**src/rtl/iob_axi_master_bridge.sv**
```systemverilog
// IOb-to-AXI4 master bridge.
// Turns one native IOb request at a time into a single-beat AXI4 write
// (AW + W + B) or read (AR + R). A non-OKAY response sets a sticky error
// flag, which the host clears with err_clr_i.
`timescale 1ns/1ps

module iob_axi_master_bridge #(
  parameter int ADDR_W = 16,
  parameter int DATA_W = 32,
  parameter int STRB_W = DATA_W / 8,
  parameter int ID_W   = 8,
  parameter int LEN_W  = 8,
  parameter int AXI_ID = 0
) (
  input  logic              clk_i,
  input  logic              arst_n_i,
  // IOb side
  input  logic              iob_valid_i,
  input  logic [ADDR_W-1:0] iob_addr_i,
  input  logic [DATA_W-1:0] iob_wdata_i,
  input  logic [STRB_W-1:0] iob_wstrb_i,
  output logic              iob_ready_o,
  output logic              iob_rvalid_o,
  output logic [DATA_W-1:0] iob_rdata_o,
  output logic              err_o,
  input  logic              err_clr_i,
  // AXI write address channel
  output logic [ID_W-1:0]   axi_awid_o,
  output logic [ADDR_W-1:0] axi_awaddr_o,
  output logic [LEN_W-1:0]  axi_awlen_o,
  output logic [2:0]        axi_awsize_o,
  output logic [1:0]        axi_awburst_o,
  output logic [1:0]        axi_awlock_o,
  output logic [3:0]        axi_awcache_o,
  output logic [2:0]        axi_awprot_o,
  output logic [3:0]        axi_awqos_o,
  output logic              axi_awvalid_o,
  input  logic              axi_awready_i,
  // AXI write data channel
  output logic [DATA_W-1:0] axi_wdata_o,
  output logic [STRB_W-1:0] axi_wstrb_o,
  output logic              axi_wlast_o,
  output logic              axi_wvalid_o,
  input  logic              axi_wready_i,
  // AXI write response channel
  input  logic [ID_W-1:0]   axi_bid_i,
  input  logic [1:0]        axi_bresp_i,
  input  logic              axi_bvalid_i,
  output logic              axi_bready_o,
  // AXI read address channel
  output logic [ID_W-1:0]   axi_arid_o,
  output logic [ADDR_W-1:0] axi_araddr_o,
  output logic [LEN_W-1:0]  axi_arlen_o,
  output logic [2:0]        axi_arsize_o,
  output logic [1:0]        axi_arburst_o,
  output logic [1:0]        axi_arlock_o,
  output logic [3:0]        axi_arcache_o,
  output logic [2:0]        axi_arprot_o,
  output logic [3:0]        axi_arqos_o,
  output logic              axi_arvalid_o,
  input  logic              axi_arready_i,
  // AXI read data channel
  input  logic [ID_W-1:0]   axi_rid_i,
  input  logic [DATA_W-1:0] axi_rdata_i,
  input  logic [1:0]        axi_rresp_i,
  input  logic              axi_rlast_i,
  input  logic              axi_rvalid_i,
  output logic              axi_rready_o
);

  localparam int                OFF       = $clog2(STRB_W);
  localparam logic [2:0]        AXI_SIZE  = 3'(OFF);
  localparam logic [ADDR_W-1:0] ADDR_MASK = {ADDR_W{1'b1}} << OFF;

  typedef enum logic [2:0] {
    IDLE,
    WR,
    WR_RESP,
    RD_ADDR,
    RD_DATA
  } state_t;

  state_t state_q, state_n;

  logic              ready_q, ready_n;
  logic              awvalid_q, awvalid_n;
  logic              wvalid_q, wvalid_n;
  logic              arvalid_q, arvalid_n;
  logic              rvalid_q, rvalid_n;
  logic              err_q, err_n;
  logic              capture;
  logic              rd_load;
  logic [ADDR_W-1:0] addr_q;
  logic [DATA_W-1:0] wdata_q;
  logic [STRB_W-1:0] wstrb_q;
  logic [DATA_W-1:0] rdata_q;

  // Response IDs and rlast are deliberately ignored: only one beat is ever in flight.
  logic unused_resp;
  assign unused_resp = ^{axi_bid_i, axi_rid_i, axi_rlast_i};

  // Control registers: state, handshake flags and the sticky error.
  always_ff @(posedge clk_i or negedge arst_n_i) begin
    if (!arst_n_i) begin
      state_q   <= IDLE;
      ready_q   <= 1'b0;
      awvalid_q <= 1'b0;
      wvalid_q  <= 1'b0;
      arvalid_q <= 1'b0;
      rvalid_q  <= 1'b0;
      err_q     <= 1'b0;
    end else begin
      state_q   <= state_n;
      ready_q   <= ready_n;
      awvalid_q <= awvalid_n;
      wvalid_q  <= wvalid_n;
      arvalid_q <= arvalid_n;
      rvalid_q  <= rvalid_n;
      err_q     <= err_n;
    end
  end

  // Next-state logic; AW and W retire independently, and an error set beats a clear.
  always_comb begin
    state_n   = state_q;
    awvalid_n = awvalid_q;
    wvalid_n  = wvalid_q;
    arvalid_n = arvalid_q;
    rvalid_n  = 1'b0;
    err_n     = err_q & ~err_clr_i;
    capture   = 1'b0;
    rd_load   = 1'b0;
    case (state_q)
      IDLE: begin
        if (iob_valid_i && ready_q) begin
          capture = 1'b1;
          if (|iob_wstrb_i) begin
            state_n   = WR;
            awvalid_n = 1'b1;
            wvalid_n  = 1'b1;
          end else begin
            state_n   = RD_ADDR;
            arvalid_n = 1'b1;
          end
        end
      end
      WR: begin
        if (axi_awready_i) awvalid_n = 1'b0;
        if (axi_wready_i)  wvalid_n  = 1'b0;
        if (!awvalid_n && !wvalid_n) state_n = WR_RESP;
      end
      WR_RESP: begin
        if (axi_bvalid_i) begin
          if (axi_bresp_i != 2'b00) err_n = 1'b1;
          state_n = IDLE;
        end
      end
      RD_ADDR: begin
        if (axi_arready_i) begin
          arvalid_n = 1'b0;
          state_n   = RD_DATA;
        end
      end
      RD_DATA: begin
        if (axi_rvalid_i) begin
          rd_load  = 1'b1;
          rvalid_n = 1'b1;
          if (axi_rresp_i != 2'b00) err_n = 1'b1;
          state_n = IDLE;
        end
      end
      default: state_n = IDLE;
    endcase
    ready_n = (state_n == IDLE);
  end

  // Request payload is latched on acceptance; read data on the R handshake.
  always_ff @(posedge clk_i or negedge arst_n_i) begin
    if (!arst_n_i) begin
      addr_q  <= '0;
      wdata_q <= '0;
      wstrb_q <= '0;
      rdata_q <= '0;
    end else begin
      if (capture) begin
        addr_q  <= iob_addr_i & ADDR_MASK;
        wdata_q <= iob_wdata_i;
        wstrb_q <= iob_wstrb_i;
      end
      if (rd_load) rdata_q <= axi_rdata_i;
    end
  end

  assign iob_ready_o   = ready_q;
  assign iob_rvalid_o  = rvalid_q;
  assign iob_rdata_o   = rdata_q;
  assign err_o         = err_q;

  assign axi_awid_o    = ID_W'(AXI_ID);
  assign axi_awaddr_o  = addr_q;
  assign axi_awlen_o   = '0;
  assign axi_awsize_o  = AXI_SIZE;
  assign axi_awburst_o = 2'b01;
  assign axi_awlock_o  = 2'b00;
  assign axi_awcache_o = 4'b0011;
  assign axi_awprot_o  = 3'b000;
  assign axi_awqos_o   = 4'b0000;
  assign axi_awvalid_o = awvalid_q;

  assign axi_wdata_o   = wdata_q;
  assign axi_wstrb_o   = wstrb_q;
  assign axi_wlast_o   = 1'b1;
  assign axi_wvalid_o  = wvalid_q;

  assign axi_bready_o  = (state_q == WR_RESP);

  assign axi_arid_o    = ID_W'(AXI_ID);
  assign axi_araddr_o  = addr_q;
  assign axi_arlen_o   = '0;
  assign axi_arsize_o  = AXI_SIZE;
  assign axi_arburst_o = 2'b01;
  assign axi_arlock_o  = 2'b00;
  assign axi_arcache_o = 4'b0011;
  assign axi_arprot_o  = 3'b000;
  assign axi_arqos_o   = 4'b0000;
  assign axi_arvalid_o = arvalid_q;

  assign axi_rready_o  = (state_q == RD_DATA);

endmodule

```
**config.mk**
```make
export PLATFORM = sky130hd
export DESIGN_NAME = iob_axi_master_bridge
export DESIGN_NICKNAME = d
export VERILOG_FILES = /design/src/rtl/iob_axi_master_bridge.sv
export SDC_FILE = /design/constraint.sdc
export NUM_CORES = 1
export LEC_CHECK = 0
export BUFFER_PORTS_ARGS = -buffer_cell sky130_fd_sc_hd__clkbuf_2
export CAP_MARGIN = 20
export CORE_AREA = 2 2 113 115
export CTS_BUF_LIST = sky130_fd_sc_hd__clkbuf_4 sky130_fd_sc_hd__clkbuf_8
export CTS_CLUSTER_DIAMETER = 60
export DETAILED_ROUTE_END_ITERATION = 12
export DIE_AREA = 0 0 115 117
export PLACE_DENSITY_LB_ADDON = 0.1
export SLEW_MARGIN = 20
export SYNTH_ARGS = -nofsm -noshare
export SYNTH_HDL_FRONTEND = slang
export SYNTH_SLANG_ARGS = --single-unit
export TNS_END_PERCENT = 50
```
**constraint.sdc**
```tcl
create_clock -name clk_i -period 1.95 [get_ports clk_i]
set_input_delay 0.39 -clock clk_i [delete_from_list [all_inputs] [get_ports clk_i]]
set_output_delay 0.39 -clock clk_i [all_outputs]
set_load 0.01 [all_outputs]
```
==> reports/results.txt, run 1 <==
DRC = 0
Final Power = 8.027 mW
cell taking the most area after synthesis = dfrtp_1
f_max = 558.3 MHz
top cell type's share of synthesized area = 0.5266
Setup violations, final = 0
Die Wd = 115 um
most frequent cells in the layout = clkbuf_2 (197), dfrtp_1 (90), conb_1 (73), mux2_2 (52), mux2_4 (29)
die area = 13460 um2
setup_tns = 0 ns
Final Critical Period = 1.791 ns
Port Buffers = 198
Yosys cell types = 25
Die Y = 117 um
root buffer cell = clkbuf_8
Setup Fix Bufs, Post-CTS = 0
clk_skew = 0.009169 ns
Via density = 4.136
clock sinks = 91
Yosys reg bits = 91
I/O pin count = 291
core box area = 12310 um2
Reg clk slew, reported paths = 0.09 ns
maximum fanout along the worst path = 6
Antenna Nets Post-Route = 0
CP peak stage delay = 0.49 ns
Cells after Synth = 314
critical path, cell by cell = inv_1 -> nor3_1 -> clkbuf_2
RSZ-0062 raised after global routing = no
Power Density = 1515 nW/um2
GP Congestion = 0.6894
Detailed Place HPWL = 6.698 mm
largest net degree at the start of global routing = 44
CTS tree = built
Avg Inst Size Synth = 13.77 um2
Min-Delay Path Class = in -> reg
Arr. time, crit path = 1.40 ns
DRT Wirelength = 8.832 mm
Slew Viols, Final = 0
CP top delay family = flip-flops
Yosys Warn Count = 0
top post-synthesis cells by area = dfrtp_1 (53%), buf_4 (16%), mux2_2 (14%)
endpoint class of the critical path = output port
# diodes = 0
CTS buffer count = 9
most common cell after layout, fill and taps aside = clkbuf_2
Core Rows = 41
Nets = 620
Max Cap Viol = 0
DR WL/cell = 13.36 um
vias in the first global route = 2637
Buf+Inv Stages, Crit Path = 2
Fin. Hold Viols = 0
peak supply drop = 0.0005848 V
H-Tree Depth = 3
DR pass1 iterations = 3
Worst EP required = 1.56 ns
Worst setup SP type = flip-flop
initial antenna violation count = 0
post-synthesis sequential area ratio = 0.5266
Via Count = 2734
fin crit share = 0.9185
total track usage = 0.1311
status = complete, no violations
Post-DP Area = 5115 um2
internal reg-to-reg setup slack = 0.20 ns
Initial Util = 0.3512
Synth Cell Area = 4324 um2
CP Class = reg -> out
Skew-Pair Late Insertion Delay = 0.36 ns
critical path's slowest cell = dfrtp_1
first-pass GRT wire length = 13.31 mm
number of DRC markers in iteration 0 = 37
Design Area, Final = 5300 um2
global route overflow = 0
Leakage = 2.836 nW
synth-to-layout area growth = 22.57%
share of cells above drive strength 1 = 0.6047
CTS max path bufs = 2
synthesized netlist by cell type (all sizes together):
| cell | count |
|---|---|
| a211o | 1 |
| a21o | 1 |
| a21oi | 4 |
| and2b | 1 |
| buf | 97 |
| conb | 2 |
| dfrtp | 91 |
| inv | 3 |
| mux2 | 82 |
| nand2 | 8 |
| nand2b | 1 |
| nor2 | 7 |
| nor2b | 2 |
| nor3 | 2 |
| nor3b | 1 |
| nor4 | 6 |
| o21ai | 1 |
| o22ai | 1 |
| o2bb2ai | 1 |
| or2b | 1 |
| or3 | 1 |
layout make-up:
cell class	instances	area (um2)
Inverter	3	11.26
Multi-Input combinational cell	194	1548
Clock buffer	11	145.1
Tap cell	150	187.7
Sequential cell	91	2278
Clock inverter	5	28.78
Fill cell	1209	7012
Timing Repair Buffer	207	1101
worst paths after layout:
path / start / to / cells after the start
min in group asynchronous: arst_n_i / axi_wdata_o[9]$_DFFE_PN0P_ / 2
worst min register to register: iob_rdata_o[30]$_DFFE_PN0P_ / iob_rdata_o[30]$_DFFE_PN0P_ / 1
worst min-delay path: err_clr_i / err_o$_DFF_PN0_ / 2
worst max register to register: state_q[0]$_DFF_PN0_ / axi_wstrb_o[0]$_DFFE_PN0P_ / 3
max in group asynchronous: arst_n_i / state_q[1]$_DFF_PN0_ / 3
worst max-delay path: state_q[2]$_DFF_PN0_ / axi_rready_o / 3
report_power, final:
group | switching, mW | leakage (nW) | internal (mW)
combinational | 1.60 | 1.64 | 1.90
sequential | 0.563 | 1.10 | 2.80
clock | 0.653 | 0.0963 | 0.507
total | 2.82 | 2.84 | 5.21
metal layers:
| layer | GRT usage | part of all wire | wire (um) |
|---|---|---|---|
| met3 | 0.05510 | 0.098 | 866 |
| met5 | 0 | 0 | 0 |
| met2 | 0.2102 | 0.47 | 4184 |
| met4 | 0.06104 | 0.018 | 163 |
| met1 | 0.1537 | 0.41 | 3617 |
cell families after synthesis:
logic type	count (synthesis)	synth area share
buf+inv	100	0.1771
flops	91	0.5266
other cells	2	0.001737
mux	82	0.2387
compound gates	9	0.01360
simple gates	30	0.04225
flip-flops by register name, indices dropped and copies added (netlist names), 3 cells and up:
signal,count
state_q,3
axi_araddr_o,14
axi_wdata_o,32
iob_rdata_o,32
axi_wstrb_o,4
stage by stage:
step	instances	worst slack [ns]	utilization	hold slack (ns)
6_report	661	0.1589	0.4305	0.2119
5_1_grt	661	0.03354	0.4305	0.1839
4_1_cts	661	0.07578	0.4305	0.1841
3_5_place_dp	644	0.1909	0.4154	0.3357
3_3_place_gp	644	0.1979	0.4154	0.3280
2_1_floorplan	385	0.2858	-	0.09441
timing repair:
item	in CTS	in global routing
hold endpoints to repair	25	0
gates resized for setup	1	0
hold buffers	1	0
endpoints found under the setup margin	1	0
No activity file was read; power rests on OpenSTA's default activity.
==> inputs of run 2 (changes only) <==
==> constraint.sdc (replaced) <==
create_clock -name clk_i -period 1.95 [get_ports clk_i]
set_input_delay 0.2925 -clock clk_i [delete_from_list [all_inputs] [get_ports clk_i]]
set_output_delay 0.2925 -clock clk_i [all_outputs]
set_load 0.01 [all_outputs]
==> run 2 against run 1 <==
Die area stayed put. First-iteration DRC count increased by 100%. Critical path depth did not move. Worst hold slack got worse by 0.090 ns. Total power is 2.6% higher. Setup slack better by 0.013 ns. Routed wire length is 0.69% higher. Global-route usage is 0.15 points higher.
==> reports/results.txt, run 2 (synthesis results as in run 1) <==
setup_tns = 0 ns (unchanged)
RSZ-0062 raised after global routing = no (unchanged)
f_max = 562.5 MHz (was 558.3 MHz)
share of cells above drive strength 1 = 0.6031 (was 0.6047)
global route overflow = 0 (unchanged)
endpoint class of the critical path = output port (unchanged)
Reg clk slew, reported paths = 0.08 ns (was 0.09 ns)
synth-to-layout area growth = 23.38% (was 22.57%)
core box area = 12310 um2 (unchanged)
CTS max path bufs = 2 (unchanged)
DRC = 0 (unchanged)
Power Density = 1544 nW/um2 (was 1515 nW/um2)
DRT Wirelength = 8.893 mm (was 8.832 mm)
Die Wd = 115 um (unchanged)
# diodes = 0 (unchanged)
vias in the first global route = 2677 (was 2637)
status = complete, no violations (unchanged)
most common cell after layout, fill and taps aside = clkbuf_2 (unchanged)
Layout fillers = 1216 (was 1209)
Die Y = 117 um (unchanged)
Initial Util = 0.3512 (unchanged)
Fin. Hold Viols = 0 (unchanged)
Arr. time, crit path = 1.49 ns (was 1.40 ns)
CTS buffer count = 9 (unchanged)
Detailed Place HPWL = 6.725 mm (was 6.698 mm)
total track usage = 0.1326 (was 0.1311)
Setup violations, final = 0 (unchanged)
DR pass1 iterations = 4 (was 3)
Slew Viols, Final = 0 (unchanged)
GP Congestion = 0.6879 (was 0.6894)
P_int = 5.433 mW (was 5.207 mW)
initial antenna violation count = 0 (unchanged)
H-Tree Depth = 3 (unchanged)
Antenna Nets Post-Route = 0 (unchanged)
CTS tree = built (unchanged)
Skew-Pair Late Insertion Delay = 0.36 ns (about the same)
peak supply drop = 0.0006107 V (was 0.0005848 V)
Sequential Power Share = 0.409 (was 0.420)
Clock Power Share = 0.167 (was 0.145)
CP Class = reg -> out (unchanged)
Via Count = 2785 (was 2734)
largest net degree at the start of global routing = 44 (unchanged)
Via density = 4.226 (was 4.136)
number of DRC markers in iteration 0 = 75 (was 37)
DR WL/cell = 13.49 um (was 13.36 um)
Final Critical Period = 1.778 ns (was 1.791 ns)
maximum fanout along the worst path = 6 (unchanged)
clock sinks = 91 (unchanged)
first-pass GRT wire length = 13.41 mm (was 13.31 mm)
Gate power share = 0.424 (was 0.436)
most frequent cells in the layout = clkbuf_2 (197), dfrtp_1 (90), conb_1 (73), mux2_2 (52), mux2_4 (29) (unchanged)
Leakage = 2.847 nW (was 2.836 nW)
Port Buffers = 198 (unchanged)
I/O pin count = 291 (unchanged)
Switch Pwr = 2.802 mW (was 2.820 mW)
switching share of power = 0.3403 (was 0.3513)
Max Cap Viol = 0 (unchanged)
clk_skew = 0.005231 ns (was 0.009169 ns)
fin crit share = 0.9117 (was 0.9185)
Min-Delay Path Class = in -> reg (unchanged)
die area = 13460 um2 (unchanged)
root buffer cell = clkbuf_8 (unchanged)
Worst EP required = 1.66 ns (was 1.56 ns)
Nets = 619 (was 620)
Setup Fix Bufs, Post-CTS = 0 (unchanged)
Worst setup SP type = flip-flop (unchanged)
hold_ws = 0.1218 ns (was 0.2119 ns)
Core Rows = 41 (unchanged)
[run 2: cell types whose count changed in the layout (fill, tap and decap cells not counted)]
cell,previous run,this run
buf_4,6,5
clkinv_2,4,0
clkbuf_8,10,13
bufinv_16,0,1
clkinv_4,1,0
[run 2: critical path: stages, from the launching register on]
cell      delay (ns)
dfrtp_1         0.46
nand2b_1        0.24
nor2_1          0.24
clkbuf_2        0.19
[run 2: area by class of cell]
type / instances / area [um2] / area share
clock inverters: 1 / 30.03 / 0.005629
multi-input cells: 194 / 1548 / 0.2901
repair buffers: 206 / 1094 / 0.2050
inverters: 3 / 11.26 / 0.002111
well taps: 150 / 187.7 / 0.03518
flip-flops and latches: 91 / 2278 / 0.4271
clock buffers: 14 / 186.4 / 0.03494
[run 2: power by group through the flow]
| stage | clock, mW | sequential, mW | combinational, mW |
|---|---|---|---|
| floorplan | 0 | 3.74 | 2.08 |
| detailed placement | 0 | 3.41 | 3.55 |
| global route | 1.53 | 3.52 | 3.83 |
| global placement | 0 | 3.37 | 3.54 |
| finish | 1.37 | 3.37 | 3.49 |
| CTS | 1.46 | 3.39 | 3.56 |
[run 2: repair_timing]
item / in CTS / in global routing
hold endpoints to repair: 25 / 0
resized for setup: 1 / 0
hold buffers: 1 / 0
endpoints found under the setup margin: 1 / 0
[run 2: through the flow]
step                      instance area [um2]  setup slack [ns]  instances  power [mW]    util
after floorplan                          4591            0.2858        385       5.819       -
after global routing                     5335           0.06640        659       8.879  0.4333
after detailed placement                 5107            0.1918        643       6.957  0.4148
final                                    5335            0.1721        659       8.235  0.4333
after CTS                                5335            0.1033        659       8.411  0.4333
after global placement                   5107            0.1998        643       6.910  0.4148
[run 2: worst paths after layout]
kind	start	endpoint	slack [ns]	cells past startpoint
max	state_q[2]$_DFF_PN0_	axi_bready_o	0.17	3
min	err_clr_i	err_o$_DFF_PN0_	0.12	2
max reg2reg	state_q[0]$_DFF_PN0_	axi_wstrb_o[0]$_DFFE_PN0P_	0.19	3
min reg2reg	iob_rdata_o[20]$_DFFE_PN0P_	iob_rdata_o[20]$_DFFE_PN0P_	0.51	1
max in group asynchronous	arst_n_i	state_q[1]$_DFF_PN0_	0.90	3
min in group asynchronous	arst_n_i	axi_wdata_o[14]$_DFFE_PN0P_	0.38	2
[run 2: metal layers]
| metal | part of all wire | vias up | global-route usage |
|---|---|---|---|
| met1 | 0.39 | 1343 | 0.1518 |
| met5 | 0 | - | 0 |
| met2 | 0.48 | 155 | 0.2118 |
| met4 | 0.020 | 0 | 0.06747 |
| met3 | 0.11 | 11 | 0.05870 |
| li1 | - | 1276 | - |
==> inputs of run 3 (changes only) <==
--- a/config.mk
+++ b/config.mk
@@ -5,14 +5,16 @@
 export SDC_FILE = /design/constraint.sdc
 export NUM_CORES = 1
 export LEC_CHECK = 0
+export ABC_AREA = 1
 export BUFFER_PORTS_ARGS = -buffer_cell sky130_fd_sc_hd__clkbuf_2
 export CAP_MARGIN = 20
-export CORE_AREA = 2 2 113 115
+export CORE_AREA = 2 2 112 114
 export CTS_BUF_LIST = sky130_fd_sc_hd__clkbuf_4 sky130_fd_sc_hd__clkbuf_8
 export CTS_CLUSTER_DIAMETER = 60
 export DETAILED_ROUTE_END_ITERATION = 12
-export DIE_AREA = 0 0 115 117
+export DIE_AREA = 0 0 114 116
 export PLACE_DENSITY_LB_ADDON = 0.1
+export SKIP_LAST_GASP = 1
 export SLEW_MARGIN = 20
 export SYNTH_ARGS = -nofsm -noshare
 export SYNTH_HDL_FRONTEND = slang
==> run 3 against run 2 <==
Clock skew grew 0.0023 ns. Cell area shrank 2.8%. Routed wire length grew 14%. Synthesized area shrank 1.2%. Critical endpoint is now axi_wdata_o[20]$_DFFE_PN0P_. Die area shrank 1.7%. Synthesized cell count grew 61%. Sequential share of layout area grew 1.2 points. Utilization grew 0.21 points. Largest cell class unchanged.
==> reports/results.txt, run 3 <==
status = complete, no violations (unchanged)
number of DRC markers in iteration 0 = 102 (was 75)
most frequent cells in the layout = nand2_1 (260), clkbuf_2 (197), dfrtp_1 (91), conb_1 (73), inv_1 (15) (was clkbuf_2 (197), dfrtp_1 (90), conb_1 (73), mux2_2 (52), mux2_4 (29))
Yosys cell types = 21 (was 25)
core box area = 11910 um2 (was 12310 um2)
clk_skew = 0.007538 ns (was 0.005231 ns)
Setup Fix Bufs, Post-CTS = 0 (unchanged)
CP Class = reg -> reg (was reg -> out)
Cells after Synth = 507 (was 314)
Worst EP required = 2.24 ns (was 1.66 ns)
Port Buffers = 198 (unchanged)
initial antenna violation count = 0 (unchanged)
# diodes = 0 (unchanged)
total track usage = 0.1524 (was 0.1326)
Worst-Margin Slew = 0.8952 ns
Reg clk slew, reported paths = 0.08 ns (about the same)
Avg Inst Size Synth = 8.425 um2 (was 13.77 um2)
RSZ-0062 raised after global routing = no (unchanged)
Skew-Pair Late Insertion Delay = 0.36 ns (about the same)
fin crit share = 0.8804 (was 0.9117)
Detailed Place HPWL = 7.498 mm (was 6.725 mm)
Die Y = 116 um (was 117 um)
Setup violations, final = 0 (unchanged)
Layout fillers = 1298 (was 1216)
cell taking the most area after synthesis = dfrtp_1 (unchanged)
async set or reset register ratio after synthesis = 1.000 (unchanged)
vias in the first global route = 3243 (was 2677)
peak supply drop = 0.0005018 V (was 0.0006107 V)
CTS max path bufs = 2 (unchanged)
Nets = 803 (was 619)
Post-DP Area = 5004 um2 (was 5107 um2)
maximum fanout along the worst path = 54 (was 6)
endpoint class of the critical path = flip-flop (was output port)
largest net degree at the start of global routing = 92 (was 44)
Most used DFF post-synth = dfrtp_1 (unchanged)
root buffer cell = clkbuf_8 (unchanged)
H-Tree Depth = 3 (unchanged)
post-synthesis sequential area ratio = 0.5331 (was 0.5266)
multi-input logic area = 1431 um2 (was 1548 um2)
CTS buffer count = 9 (unchanged)
clock sinks = 91 (unchanged)
CTS tree = built (unchanged)
Yosys reg bits = 91 (unchanged)
Design Area, Final = 5186 um2 (was 5335 um2)
Yosys Warn Count = 0 (unchanged)
Synth top cells by count = nand2_1 (260), dfrtp_1 (91), buf_4 (90) (was dfrtp_1 (91), buf_4 (90), mux2_2 (52))
Power Density = 1447 nW/um2 (was 1544 nW/um2)
setup_tns = 0 ns (unchanged)
Leakage = 3.229 nW (was 2.847 nW)
Arr. time, crit path = 2.01 ns (was 1.49 ns)
Die Wd = 114 um (was 115 um)
GP Congestion = 0.7548 (was 0.6879)
Final Critical Period = 1.717 ns (was 1.778 ns)
FF+latch area = 2277 um2 (was 2278 um2)
share of cells above drive strength 1 = 0.3261 (was 0.6031)
synth-to-layout area growth = 21.41% (was 23.38%)
Core Rows = 40 (was 41)
Fin. Hold Viols = 0 (unchanged)
global route overflow = 0 (unchanged)
Synth Cell Area = 4272 um2 (was 4324 um2)
most common cell after layout, fill and taps aside = nand2_1 (was clkbuf_2)
DR WL/cell = 12.08 um (was 13.49 um)
f_max = 582.5 MHz (was 562.5 MHz)
hold_ws = 0.1201 ns (was 0.1218 ns)
Via Count = 3418 (was 2785)
DR pass1 iterations = 4 (unchanged)
Worst setup SP type = flip-flop (unchanged)
most common cell in the netlist = nand2_1 (was dfrtp_1)
post-CTS sizing = 0 (was 1)
die area = 13220 um2 (was 13460 um2)
top post-synthesis cells by area = dfrtp_1 (53%), nand2_1 (23%), buf_4 (16%) (was dfrtp_1 (53%), buf_4 (16%), mux2_2 (14%))
Slew Viols, Final = 0 (unchanged)
DRC = 0 (unchanged)
Initial Util = 0.3586 (was 0.3512)
first-pass GRT wire length = 15.83 mm (was 13.41 mm)
DRT Wirelength = 10.15 mm (was 8.893 mm)
Via density = 4.069 (was 4.226)
Min-Delay Path Class = in -> reg (unchanged)
Antenna Nets Post-Route = 0 (unchanged)
Relative slew margins = 0.4023
I/O pin count = 291 (unchanged)
top cell type's share of synthesized area = 0.5331 (was 0.5266)
Final Power = 7.505 mW (was 8.235 mW)
Post-synth EDFFs = 0 (unchanged)
Max Cap Viol = 0 (unchanged)
run 3: worst paths after layout:
| path | cells after the start | to | start | slack, ns |
|---|---|---|---|---|
| max | 6 | axi_wdata_o[20]$_DFFE_PN0P_ | state_q[2]$_DFF_PN0_ | 0.23 |
| min | 2 | err_o$_DFF_PN0_ | err_clr_i | 0.12 |
| max reg2reg | 6 | axi_wdata_o[20]$_DFFE_PN0P_ | state_q[2]$_DFF_PN0_ | 0.23 |
| min reg2reg | 2 | axi_wdata_o[27]$_DFFE_PN0P_ | axi_wdata_o[27]$_DFFE_PN0P_ | 0.47 |
| max in group asynchronous | 3 | iob_rdata_o[25]$_DFFE_PN0P_ | arst_n_i | 1.06 |
| min in group asynchronous | 3 | axi_wdata_o[22]$_DFFE_PN0P_ | arst_n_i | 0.51 |
run 3: routing by layer:
metal	wire, um	part of all wire	global-route usage
met1	4312	0.42	0.1927
met2	4777	0.47	0.2468
met3	954	0.094	0.05753
met4	102	0.010	0.04146
met5	0	0	0
run 3: cell families (layout without fill, tap and decap cells):
group,Yosys count,after routing,synth area share
DFF,91,91,0.5331
buffers and inverters,122,237,0.1954
AOI/OAI and AO/OA,8,8,0.009959
and+or+nand+nor,284,284,0.2598
other,2,73,0.001758
run 3: where the power goes:
part	internal [mW]	switching [mW]	leakage [nW]	total, mW
Combinational	1.20	1.88	1.98	3.08
Sequential	2.75	0.513	1.16	3.26
Clock	0.534	0.633	0.0898	1.17
Total	4.48	3.03	3.23	7.50
run 3: what timing repair did:
item	4_1_cts	5_1_grt
endpoints found under the hold margin	36	0
hold buffers	1	0
setup endpoints to repair	0	0
run 3: metrics by stage:
step | util | setup WS (ns) | instances
global placement | 0.4201 | 0.2533 | 824
CTS | 0.4354 | 0.1902 | 840
global route | 0.4354 | 0.005531 | 840
finish | 0.4354 | 0.2332 | 840
floorplan | - | 0.6579 | 578
detailed placement | 0.4201 | 0.2211 | 824
run 3: layout make-up:
| class | count | area share |
|---|---|---|
| clock buffer | 13 | 0.03088 |
| clock inverter | 2 | 0.002413 |
| inverter | 18 | 0.01303 |
| multi-input combinational | 365 | 0.2760 |
| sequential | 91 | 0.4391 |
| tap | 147 | 0.03546 |
| timing repair buffer | 204 | 0.2031 |
run 3: worst max-delay path: stages (launching register included):
cell and delay (ns):
dfrtp_1 0.44, inv_2 0.10, nand2_1 0.15, nor2_4 0.07, inv_2 0.65, nand2_1 0.12, nand2_1 0.11
